File: src/rtl/dualrail_rx.sv
// dualrail_rx: dual-rail bit-serial link receiver; four-phase per-bit ack, word assembly, consumer handoff
module dualrail_rx #(
    parameter int NBITS       = 4,
    parameter int SYNC_STAGES = 2,
    parameter int TIMEOUT     = 255
) (
    input  logic             clk,
    input  logic             reset,
    input  logic             Dt,
    input  logic             bit0,
    input  logic             bit1,
    output logic             ack,
    output logic             senack,
    output logic [NBITS-1:0] data,
    output logic             valid,
    input  logic             rd_ack,
    output logic             err
);
    localparam int CW = $clog2(NBITS + 1);
    localparam int TW = $clog2(TIMEOUT + 1);

    typedef enum logic [2:0] {IDLE, WAIT_BIT, ACK_HI, DONE, SEN, ERR} state_t;

    state_t                 state, state_n;
    logic [SYNC_STAGES-1:0] sync0, sync1, synct;
    logic                   s0, s1, sdt, timeout;
    logic [CW-1:0]          count, count_n;
    logic [TW-1:0]          timer, timer_n;
    logic [NBITS-1:0]       data_n;
    logic                   ack_n, senack_n, valid_n, err_n;

    assign s0      = sync0[SYNC_STAGES-1];
    assign s1      = sync1[SYNC_STAGES-1];
    assign sdt     = synct[SYNC_STAGES-1];
    assign timeout = timer == TW'(TIMEOUT - 1);

    always_ff @(posedge clk or negedge reset) begin
        if (!reset) begin
            sync0  <= '0;
            sync1  <= '0;
            synct  <= '0;
            state  <= IDLE;
            count  <= '0;
            timer  <= '0;
            data   <= '0;
            ack    <= 1'b0;
            senack <= 1'b0;
            valid  <= 1'b0;
            err    <= 1'b0;
        end else begin
            sync0  <= {sync0[SYNC_STAGES-2:0], bit0};
            sync1  <= {sync1[SYNC_STAGES-2:0], bit1};
            synct  <= {synct[SYNC_STAGES-2:0], Dt};
            state  <= state_n;
            count  <= count_n;
            timer  <= timer_n;
            data   <= data_n;
            ack    <= ack_n;
            senack <= senack_n;
            valid  <= valid_n;
            err    <= err_n;
        end
    end

    // Abort on Dt loss outranks every rail event; timeout is the lowest priority.
    always_comb begin
        state_n  = state;
        count_n  = count;
        data_n   = data;
        ack_n    = ack;
        senack_n = senack;
        valid_n  = valid;
        err_n    = 1'b0;
        case (state)
            IDLE: begin
                if (sdt) begin
                    state_n = WAIT_BIT;
                    count_n = '0;
                end
            end
            WAIT_BIT: begin
                if (!sdt) begin
                    err_n   = 1'b1;
                    count_n = '0;
                    state_n = IDLE;
                end else if (s0 && s1) begin
                    err_n   = 1'b1;
                    state_n = ERR;
                end else if (s0 ^ s1) begin
                    data_n  = (data & ~(NBITS'(1) << count)) | (NBITS'(s1) << count);
                    ack_n   = 1'b1;
                    state_n = ACK_HI;
                end else if (timeout) begin
                    err_n   = 1'b1;
                    state_n = ERR;
                end
            end
            ACK_HI: begin
                if (!sdt) begin
                    err_n   = 1'b1;
                    ack_n   = 1'b0;
                    count_n = '0;
                    state_n = IDLE;
                end else if (!s0 && !s1) begin
                    ack_n   = 1'b0;
                    count_n = count + 1'b1;
                    valid_n = count_n == CW'(NBITS);
                    state_n = valid_n ? DONE : WAIT_BIT;
                end else if (timeout) begin
                    err_n   = 1'b1;
                    ack_n   = 1'b0;
                    state_n = ERR;
                end
            end
            DONE: begin
                if (rd_ack) begin
                    valid_n  = 1'b0;
                    senack_n = 1'b1;
                    state_n  = SEN;
                end
            end
            SEN: begin
                if (!sdt) begin
                    senack_n = 1'b0;
                    state_n  = IDLE;
                end
            end
            ERR: begin
                ack_n    = 1'b0;
                senack_n = 1'b0;
                state_n  = (!s0 && !s1 && !sdt) ? IDLE : ERR;
            end
            default: state_n = IDLE;
        endcase
        timer_n = (state_n == state && (state == WAIT_BIT || state == ACK_HI)) ? timer + 1'b1 : '0;
    end
endmodule

File: config.mk
export PLATFORM = sky130hd
export DESIGN_NAME = dualrail_rx
export DESIGN_NICKNAME = d
export VERILOG_FILES = /design/src/rtl/dualrail_rx.sv
export SDC_FILE = /design/constraint.sdc
export NUM_CORES = 1
export LEC_CHECK = 0
export CORE_ASPECT_RATIO = 0.6
export CORE_UTILIZATION = 35
export CTS_CLUSTER_DIAMETER = 60
export DETAILED_ROUTE_END_ITERATION = 8
export PLACE_DENSITY = 0.57
export SETUP_SLACK_MARGIN = 0.02
export SYNTH_ARGS = -nofsm -noshare
export SYNTH_HDL_FRONTEND = slang
export SYNTH_SLANG_ARGS = --single-unit
export TNS_END_PERCENT = 5
File: constraint.sdc
create_clock -name clk -period 4.9 [get_ports clk]
set_input_delay 0.98 -clock clk [delete_from_list [all_inputs] [get_ports clk]]
set_output_delay 0.98 -clock clk [all_outputs]
set_load 0.01 [all_outputs]
==> results of run 1 <==
cell usage after synthesis, drive strengths merged (5+ instances only):
cell    n
inv    12
nor2   16
buf     6
nor2b   5
nand2  13
dfrtp  28
nor3    7
o21ai  11
ha     10
a21oi   5
nand3   8
xor2    5
cell families after synthesis:
| group | synth area share (%) |
|---|---|
| xor gates and xnor gates | 3.86 |
| and+or+nand+nor | 22.8 |
| AOI/OAI and AO/OA | 13.5 |
| DFF | 44.1 |
| buffers and inverters | 5.75 |
| muxes | 2.13 |
| adders and majority gates | 7.87 |
per-layer routing:
layer  wire (um)  global-route usage (%)  up-vias
met5           0                       0        -
met2        1440                    23.7       27
met4           7                    1.59        0
met1        1910                    25.4      578
li1            -                       -      592
met3         124                    4.14        2
power by group through the flow:
stage	combinational (mW)	clock (mW)	sequential, mW
after floorplan	0.214	0	0.308
after global placement	0.269	0	0.330
after detailed placement	0.274	0	0.334
after CTS	0.275	0.127	0.330
after global routing	0.302	0.138	0.338
final	0.278	0.120	0.330
worst max-delay path by stage:
| stage | endpoint | slack, ns | cells past startpoint |
|---|---|---|---|
| 2_1_floorplan | timer[7] | 3.08 | 7 |
| 3_3_place_gp | timer[5] | 2.59 | 5 |
| 3_5_place_dp | timer[7] | 2.55 | 4 |
| 4_1_cts | ack | 2.70 | 1 |
| 5_1_grt | timer[2] | 2.62 | 5 |
| 6_report | ack | 2.71 | 1 |
worst reg2reg max path: cells and delay by family, from the launching register on:
kind / cells / cell delay [ns]
flip-flops: 1 / 0.69
AO/OA/AOI/OAI: 2 / 0.49
AND/OR/NAND/NOR: 3 / 0.83
final cells by class:
type                       count  area (um2)
sequential                    28         701
timing repair buffer          14         138
multi-input combinational    116         797
tap                           60        75.1
fill                         432        2440
inverter                      12        45.0
clock buffer                   3        41.3
through the flow:
| stage | power [mW] | hold slack (ns) |
|---|---|---|
| 2_1_floorplan | 0.521 | 0.331 |
| 3_3_place_gp | 0.599 | 0.334 |
| 3_5_place_dp | 0.607 | 0.344 |
| 4_1_cts | 0.732 | 0.365 |
| 5_1_grt | 0.777 | 0.370 |
| 6_report | 0.728 | 0.358 |
sequential cells by signal, indices dropped and copies added (netlist names):
name / flops
ack: 1
count: 3
data: 4
err: 1
senack: 1
state: 3
sync0: 2
sync1: 2
synct: 2
timer: 8
valid: 1
==> flow_summary.yaml, run 1 <==
layout:
  fin_nets: 191
  drive_gt1_share_pct: 9.25
  final_common_cell: "dfrtp_1"
  fin_util_pct: 42.4
  layout_common_cells: "dfrtp_1 (28), nor2_1 (16), clkdlybuf4s50_1 (13)"
  fin_area_um2: 1800
  antennaDiodeCount: 0
  areaGrowthSynthToFinish_pct: 13.1
  finalNonFillerCells: 233
drt:
  dr.pass1.iters: 4
  routed-via-count: 1199
  avgRoutedWirePerCell_um: 14.9
  drt_iter0_drc: 84
  ant_nets: 0
  routed_wl_mm: 3.48
  viasPerCell: 5.15
  drt_drc_violations_left: 0
global_routing:
  grt_pass1_vias: 1135
  grt-ovfl-total: 0
  grt_max_degree: 29
  grt_util_all_layers_pct: 16.5
  grt_pass1_wl_mm: 5.75
  antenna_found_initial: 0
floorplanning:
  die_w_um: 89.0
  fp.dieH_um: 54.2
  core_um2: 4230
  die_area_um2: 4820
  initial_utilization_pct: 37.5
  rows: 18
  pin_count: 14
critical_path:
  rr_endpoint: "timer[2]"
  reg2reg_depth: 5
  cp.required_ns: 3.92
  worstSetupStartpoint: "ack"
  cpLargestDelayFamily: "buffers and inverters"
  critPathSlowestCell: "clkdlybuf4s50_1"
  rrSetupSlack_ns: 2.81
  crit_fanout: 4
  max_stage_delay_ns: 0.55
  critical_path_class: "flip-flop to output port"
  start_kind: "flip-flop"
  path_cells: "clkdlybuf4s50_1"
  arrival_ns: 1.21
  cp-end-kind: "output port"
  worst-path-buf-inv: 1
  r2r_start: "state[1]"
place:
  place_ws_ns: 2.55
  numPlacedInstances: 230
  hpwlAfterDp_mm: 2.63
  port_buffers: 13
  place_area_um2: 1760
  place_congestion: 0.907
clocking:
  cts_tree: "built"
  cts_max_level: 1
  cts_hold_buf: 0
  cts_sinks: 28
  clockBufferDepth: 2
  clkSlewWorstSetupHoldPaths_ns: 0.08
  cts_buffers: 3
  clkLatencyLatePin_ns: 0.27
  postCtsResizedCells: 0
  cts_setup_buffers: 0
  root_buffer: "clkbuf_8"
power_and_ir_drop:
  intPower_mw: 0.454
  pwr-share-comb_pct: 38.1
  clkPwrFrac_pct: 16.5
  ir_worst_vdd_uv: 170
  netSwitchingFraction_pct: 37.7
  power_switching_mw: 0.275
  p_per_area_nw_per_um2: 405
  seqPwrFrac_pct: 45.4
  power_leakage_nw: 0.761
logic_synthesis:
  yosysSeqAreaShare_pct: 44.1
  syn_area_per_cell_um2: 9.81
  syn_area_um2: 1590
  synth_edf_count: 0
  synth_cell_types: 42
  yosys.area.top_type_share_pct: 44.1
  yosys_most_used_dff: "dfrtp_1"
  syn_nets: 178
  synth_area_leader_cell: "dfrtp_1"
  synth-seq-cells: 28
  ys_top_cells_by_area: "dfrtp_1 (44%), ha_1 (7.9%), nor2_1 (3.8%), o21ai_0 (3.1%), nand2_1 (2.8%)"
  netlist_instances: 162
  synthArstFlopShare_pct: 100
  synth_warnings: 0
sta:
  finalCritPeriodShare_pct: 44.8
  fin_ws_ns: 2.71
  finalHoldViolations: 0
  fin_tns_setup_ns: 0
  rsz0062_at_grt: "no"
  drv_slew: 0
  timing.fmax_mhz: 456
  skew_ns: 0.00394
  worst_pin_slew_ns: 0.549
  max_slew_margin_pct: 63.4
  setup_viol: 0
  min_period_ns: 2.19
worst_hold_path:
  hold_end: "sync0[1]"
  worstHoldStart: "sync0[0]"
  min_path_type: "flip-flop to flip-flop"
  hold_depth: 0
status:
  status: "complete, no violations"
flow_run:
  max_cap_viol_count: 0
(Power assumes the default switching activity.)
==> run 2: changes to the inputs <==
--- a/config.mk
+++ b/config.mk
@@ -9,7 +9,7 @@
 export CORE_UTILIZATION = 35
 export CTS_CLUSTER_DIAMETER = 60
 export DETAILED_ROUTE_END_ITERATION = 8
-export PLACE_DENSITY = 0.57
+export PLACE_DENSITY = 0.59
 export SETUP_SLACK_MARGIN = 0.02
 export SYNTH_ARGS = -nofsm -noshare
 export SYNTH_HDL_FRONTEND = slang
==> constraint.sdc (replaced) <==
create_clock -name clk -period 2.01 [get_ports clk]
set_input_delay 0.402 -clock clk [delete_from_list [all_inputs] [get_ports clk]]
set_output_delay 0.402 -clock clk [all_outputs]
set_load 0.01 [all_outputs]
==> run 2 against run 1 <==
Against the previous run: largest power group unchanged; core utilization is 2.0 points higher; sequential share of layout area decreased by 1.7 points; clock skew hardly changed; die area unchanged; worst hold slack got worse by 0.0034 ns; clock power grew to 3.7 times the previous value; routed wire length down 2.2%; sequential power rose by 140%; total power increased to 2.7 times the previous value; final cell count rose by 3.4%; sequential cell count did not move; first-iteration DRC count rose by 94%.
==> flow_summary.yaml, run 2 (same netlist as run 1, synthesis figures left out) <==
clocking:
  root_buffer: "clkbuf_8"
  clockBufferDepth: 2
  postCtsResizedCells: 0
  cts_setup_buffers: 0
  cts_tree: "built"
  clkSlewWorstSetupHoldPaths_ns: 0.09
  cts_buffers: 3
  cts_max_level: 1
  cts_sinks: 28
  clkLatencyLatePin_ns: 0.28
  cts_hold_buf: 0
layout:
  fin_nets: 198
  layout_common_cells: "dfrtp_1 (27), nor2_1 (16), clkdlybuf4s50_1 (13)"
  seq_area_um2: 702
  areaGrowthSynthToFinish_pct: 18.3
  drive_gt1_share_pct: 14.4
  fin_util_pct: 44.4
  finalNonFillerCells: 241
  largest_reg_flops: 8
  regMostFlops: "timer"
  antennaDiodeCount: 0
  largestRegisters: "timer (8), data (4)"
  final_common_cell: "dfrtp_1"
  fin_area_um2: 1880
  multi_input_area_um2: 797
  fill_cells: 425
sta:
  setup_viol: 0
  finalCritPeriodShare_pct: 94.5
  fin_tns_setup_ns: 0
  finalHoldViolations: 0
  worst_pin_slew_ns: 0.420
  timing.fmax_mhz: 527
  min_period_ns: 1.90
  skew_ns: 0.00378
  fin_ws_ns: 0.111
  max_slew_margin_pct: 72.0
  drv_slew: 0
  rsz0062_at_grt: "yes"
  whs_ns: 0.354
global_routing:
  grt-ovfl-total: 0
  grt_pass1_vias: 1135
  grt_max_degree: 29
  antenna_found_initial: 0
  grt_pass1_wl_mm: 5.51
  grt_util_all_layers_pct: 16.0
critical_path:
  cp.required_ns: 2.20
  crit_fanout: 7
  critical_path_class: "flip-flop to flip-flop"
  arrival_ns: 2.09
  critPathSlowestCell: "dfrtp_1"
  critPathMostFrequentCell: "ha_1"
  cp-end-kind: "flip-flop"
  max_stage_delay_ns: 0.39
  path_cells: "ha_1 -> ha_1 -> nand2b_1 -> a21o_1 -> o21ai_2 -> nand2_2 -> nor4b_2"
  start_kind: "flip-flop"
drt:
  viasPerCell: 5.16
  dr.pass1.iters: 5
  ant_nets: 0
  routed-via-count: 1244
  drt_drc_violations_left: 0
  avgRoutedWirePerCell_um: 14.1
  drt_iter0_drc: 163
  routed_wl_mm: 3.41
place:
  numPlacedInstances: 237
  hpwlAfterDp_mm: 2.54
  place_congestion: 1.08
  place_area_um2: 1810
  port_buffers: 13
  place_ws_ns: 0.103
floorplanning:
  fp.dieH_um: 54.2
  initial_utilization_pct: 37.5
  pin_count: 14
  rows: 18
  die_w_um: 89.0
  core_um2: 4230
  die_area_um2: 4820
power_and_ir_drop:
  ir_worst_vdd_uv: 354
  p_per_area_nw_per_um2: 1050
  finalPower_mw: 1.97
  power_leakage_nw: 0.808
worst_hold_path:
  min_path_type: "flip-flop to flip-flop"
flow_run:
  max_cap_viol_count: 0
status:
  status: "complete, no violations"
-- run 2: changes by cell type in the layout (fill, tap and decap cells not counted), sizes merged --
cell	previous run	this run
bufinv	0	1
buf	1	8
-- run 2: report_power, final --
part / leakage [nW] / internal [mW] / switching, mW / total, mW
Clock: 0.0357 / 0.267 / 0.178 / 0.445
Sequential: 0.364 / 0.656 / 0.128 / 0.784
Combinational: 0.409 / 0.360 / 0.383 / 0.743
-- run 2: layout make-up --
cell class / count / area share (%)
Inverter: 12 / 2.40
Sequential cell: 28 / 37.3
Timing Repair Buffer: 21 / 10.1
Clock buffer: 3 / 2.20
Tap cell: 60 / 3.99
Clock inverter: 1 / 1.60
Multi-Input combinational cell: 116 / 42.4
-- run 2: routing by layer --
| layer | part of all wire, % | vias up | track usage [%] |
|---|---|---|---|
| met5 | 0 | - | 0 |
| met4 | 1.2 | 0 | 5.03 |
| met3 | 10 | 4 | 5.37 |
| met2 | 40 | 56 | 22.4 |
| met1 | 49 | 578 | 23.1 |
| li1 | - | 606 | - |
-- run 2: critical path, delay by kind of cell, from the launching register on --
family,cells,cell delay [ns]
DFF,1,0.39
adders and majority gates,2,0.50
AOI/OAI and AO/OA,2,0.37
and+or+nand+nor,3,0.55
-- run 2: worst paths after layout --
path                            end  cells after the start  slack (ns)  startpoint
setup / recovery           timer[7]                      7        0.11    count[0]
hold / removal             sync1[1]                      0        0.35    sync1[0]
setup reg to reg           timer[7]                      7        0.11    count[0]
hold reg to reg            sync1[1]                      0        0.35    sync1[0]
max in group asynchronous  state[0]                      2        1.23       reset
min in group asynchronous    senack                      2        0.49       reset
==> run 3: changes to the inputs <==
--- a/config.mk
+++ b/config.mk
@@ -6,10 +6,11 @@
 export NUM_CORES = 1
 export LEC_CHECK = 0
 export CORE_ASPECT_RATIO = 0.6
-export CORE_UTILIZATION = 35
+export CORE_UTILIZATION = 30
 export CTS_CLUSTER_DIAMETER = 60
 export DETAILED_ROUTE_END_ITERATION = 8
-export PLACE_DENSITY = 0.59
+export GPL_ROUTABILITY_DRIVEN = 1
+export PLACE_DENSITY = 0.53
 export SETUP_SLACK_MARGIN = 0.02
 export SYNTH_ARGS = -nofsm -noshare
 export SYNTH_HDL_FRONTEND = slang
==> run 3 against run 2 <==
Against the previous run: first-iteration DRC count down 60%; maximum frequency down 0.81%; largest cell class unchanged; largest power group is now combinational logic; critical path type unchanged; global-route usage down 2.4 points; setup slack worse by 0.015 ns; via count down 0.96%.
==> flow_summary.yaml, run 3 (same netlist as run 1, synthesis figures left out) <==
status:
  status: "complete, no violations"
global_routing:
  grt_pass1_wl_mm: 5.71
  grt_util_all_layers_pct: 13.7
  grt_pass1_vias: 1143
  grt_use_met3_pct: 3.62
  grt_use_met1_pct: 22.6
  grt_use_met2_pct: 17.2
  antenna_found_initial: 0
  grt_max_degree: 29
  top_usage_layer: "met1"
  grt-ovfl-total: 0
place:
  place_ws_ns: 0.137
  port_buffers: 13
  place_congestion: 0.825
  place_area_um2: 1840
  hpwlAfterDp_mm: 2.67
  numPlacedInstances: 246
critical_path:
  start_kind: "flip-flop"
  arrival_ns: 2.10
  critical_path_class: "flip-flop to flip-flop"
  cp.required_ns: 2.20
  path_cells: "nand4bb_1 -> a21o_1 -> o21ai_2 -> nand2_2 -> nor4_2"
  cp-end-kind: "flip-flop"
  cpLargestDelayFamily: "simple AND/OR/NAND/NOR gates"
  worst-path-buf-inv: 0
  crit_fanout: 12
  rr_endpoint: "timer[2]"
  r2r_start: "state[2]"
  rrSetupSlack_ns: 0.1
  reg2reg_depth: 5
  max_stage_delay_ns: 0.54
  critPathSlowestCell: "dfrtp_1"
drt:
  drt_drc_violations_left: 0
  routed-via-count: 1232
  routed_wl_mm: 3.44
  drt_iter0_drc: 66
  ant_nets: 0
  dr.pass1.iters: 7
  viasPerCell: 4.95
  avgRoutedWirePerCell_um: 13.8
power_and_ir_drop:
  ir_worst_vdd_uv: 285
  power_leakage_nw: 0.811
  p_per_area_nw_per_um2: 991
  finalPower_mw: 1.87
clocking:
  clkSlewWorstSetupHoldPaths_ns: 0.09
  cts_hold_buf: 0
  cts_max_level: 1
  cts_tree: "built"
  cts_setup_buffers: 0
  cts_sinks: 28
  clkLatencyLatePin_ns: 0.27
  clockBufferDepth: 2
  postCtsResizedCells: 0
  root_buffer: "clkbuf_8"
  cts_buffers: 3
sta:
  timing.fmax_mhz: 522
  drv_slew: 0
  fin_ws_ns: 0.0960
  min_period_ns: 1.91
  skew_ns: 0.00235
  finalCritPeriodShare_pct: 95.2
  finalHoldViolations: 0
  worst_pin_slew_ns: 0.436
  max_slew_margin_pct: 70.9
  setup_viol: 0
  fin_tns_setup_ns: 0
  rsz0062_at_grt: "yes"
layout:
  layout_common_cells: "dfrtp_1 (27), nor2_1 (16), clkdlybuf4s50_1 (13)"
  fin_nets: 201
  final_common_cell: "dfrtp_1"
  largest_reg_flops: 8
  areaGrowthSynthToFinish_pct: 18.7
  largestRegisters: "timer (8), data (4)"
  drive_gt1_share_pct: 15.3
  fin_area_um2: 1890
  antennaDiodeCount: 0
  finalNonFillerCells: 249
  seq_area_um2: 702
  fill_cells: 500
  multi_input_area_um2: 802
  regMostFlops: "timer"
worst_hold_path:
  min_path_type: "flip-flop to flip-flop"
  hold_depth: 0
  worstHoldStart: "synct[0]"
  hold_end: "synct[1]"
flow_run:
  max_cap_viol_count: 0
floorplanning:
  die_area_um2: 5600
  die_w_um: 96.0
  pin_count: 14
  rows: 20
  core_um2: 5080
  fp.dieH_um: 58.4
  initial_utilization_pct: 31.3
-- run 3: changes by cell type in the layout (fill, tap and decap cells not counted), sizes merged --
| cell | delta |
|---|---|
| buf | +3 |
| bufinv | -1 |
-- run 3: per-stage QoR --
stage	utilization [%]	hold slack (ns)
6_report	37.1	0.359
5_1_grt	37.1	0.377
4_1_cts	37.0	0.363
3_5_place_dp	36.2	0.340
3_3_place_gp	36.2	0.332
2_1_floorplan	-	0.106
-- run 3: cell type report --
cell class / count / share of cell area (%)
Timing Repair Buffer: 24 / 11.3
Sequential cell: 28 / 37.2
Tap cell: 66 / 4.38
Multi-Input combinational cell: 116 / 42.5
Inverter: 12 / 2.39
Clock buffer: 3 / 2.19
-- run 3: how the worst max path moves through the flow --
stage,startpoint,to,slack [ns],cells after the start
finish,state[2],timer[2],0.1,5
global placement,rd_ack,timer[5],0.14,5
detailed placement,count[0],timer[7],0.14,7
floorplan,count[0],timer[7],0.19,7
CTS,count[0],timer[2],0.12,7
global route,count[0],timer[2],0.02,7
-- run 3: metal layers --
metal  wire (um)  vias to the layer above
met2        1320                       41
met3         186                        4
li1            -                      609
met5           0                        -
met4          14                        0
met1        1920                      578
-- run 3: report_power, final --
| group | internal [mW] | leakage [nW] | switching [mW] |
|---|---|---|---|
| Combinational | 0.385 | 0.425 | 0.398 |
| Sequential | 0.656 | 0.364 | 0.120 |
| Clock | 0.135 | 0.0216 | 0.174 |
| Total | 1.18 | 0.811 | 0.692 |
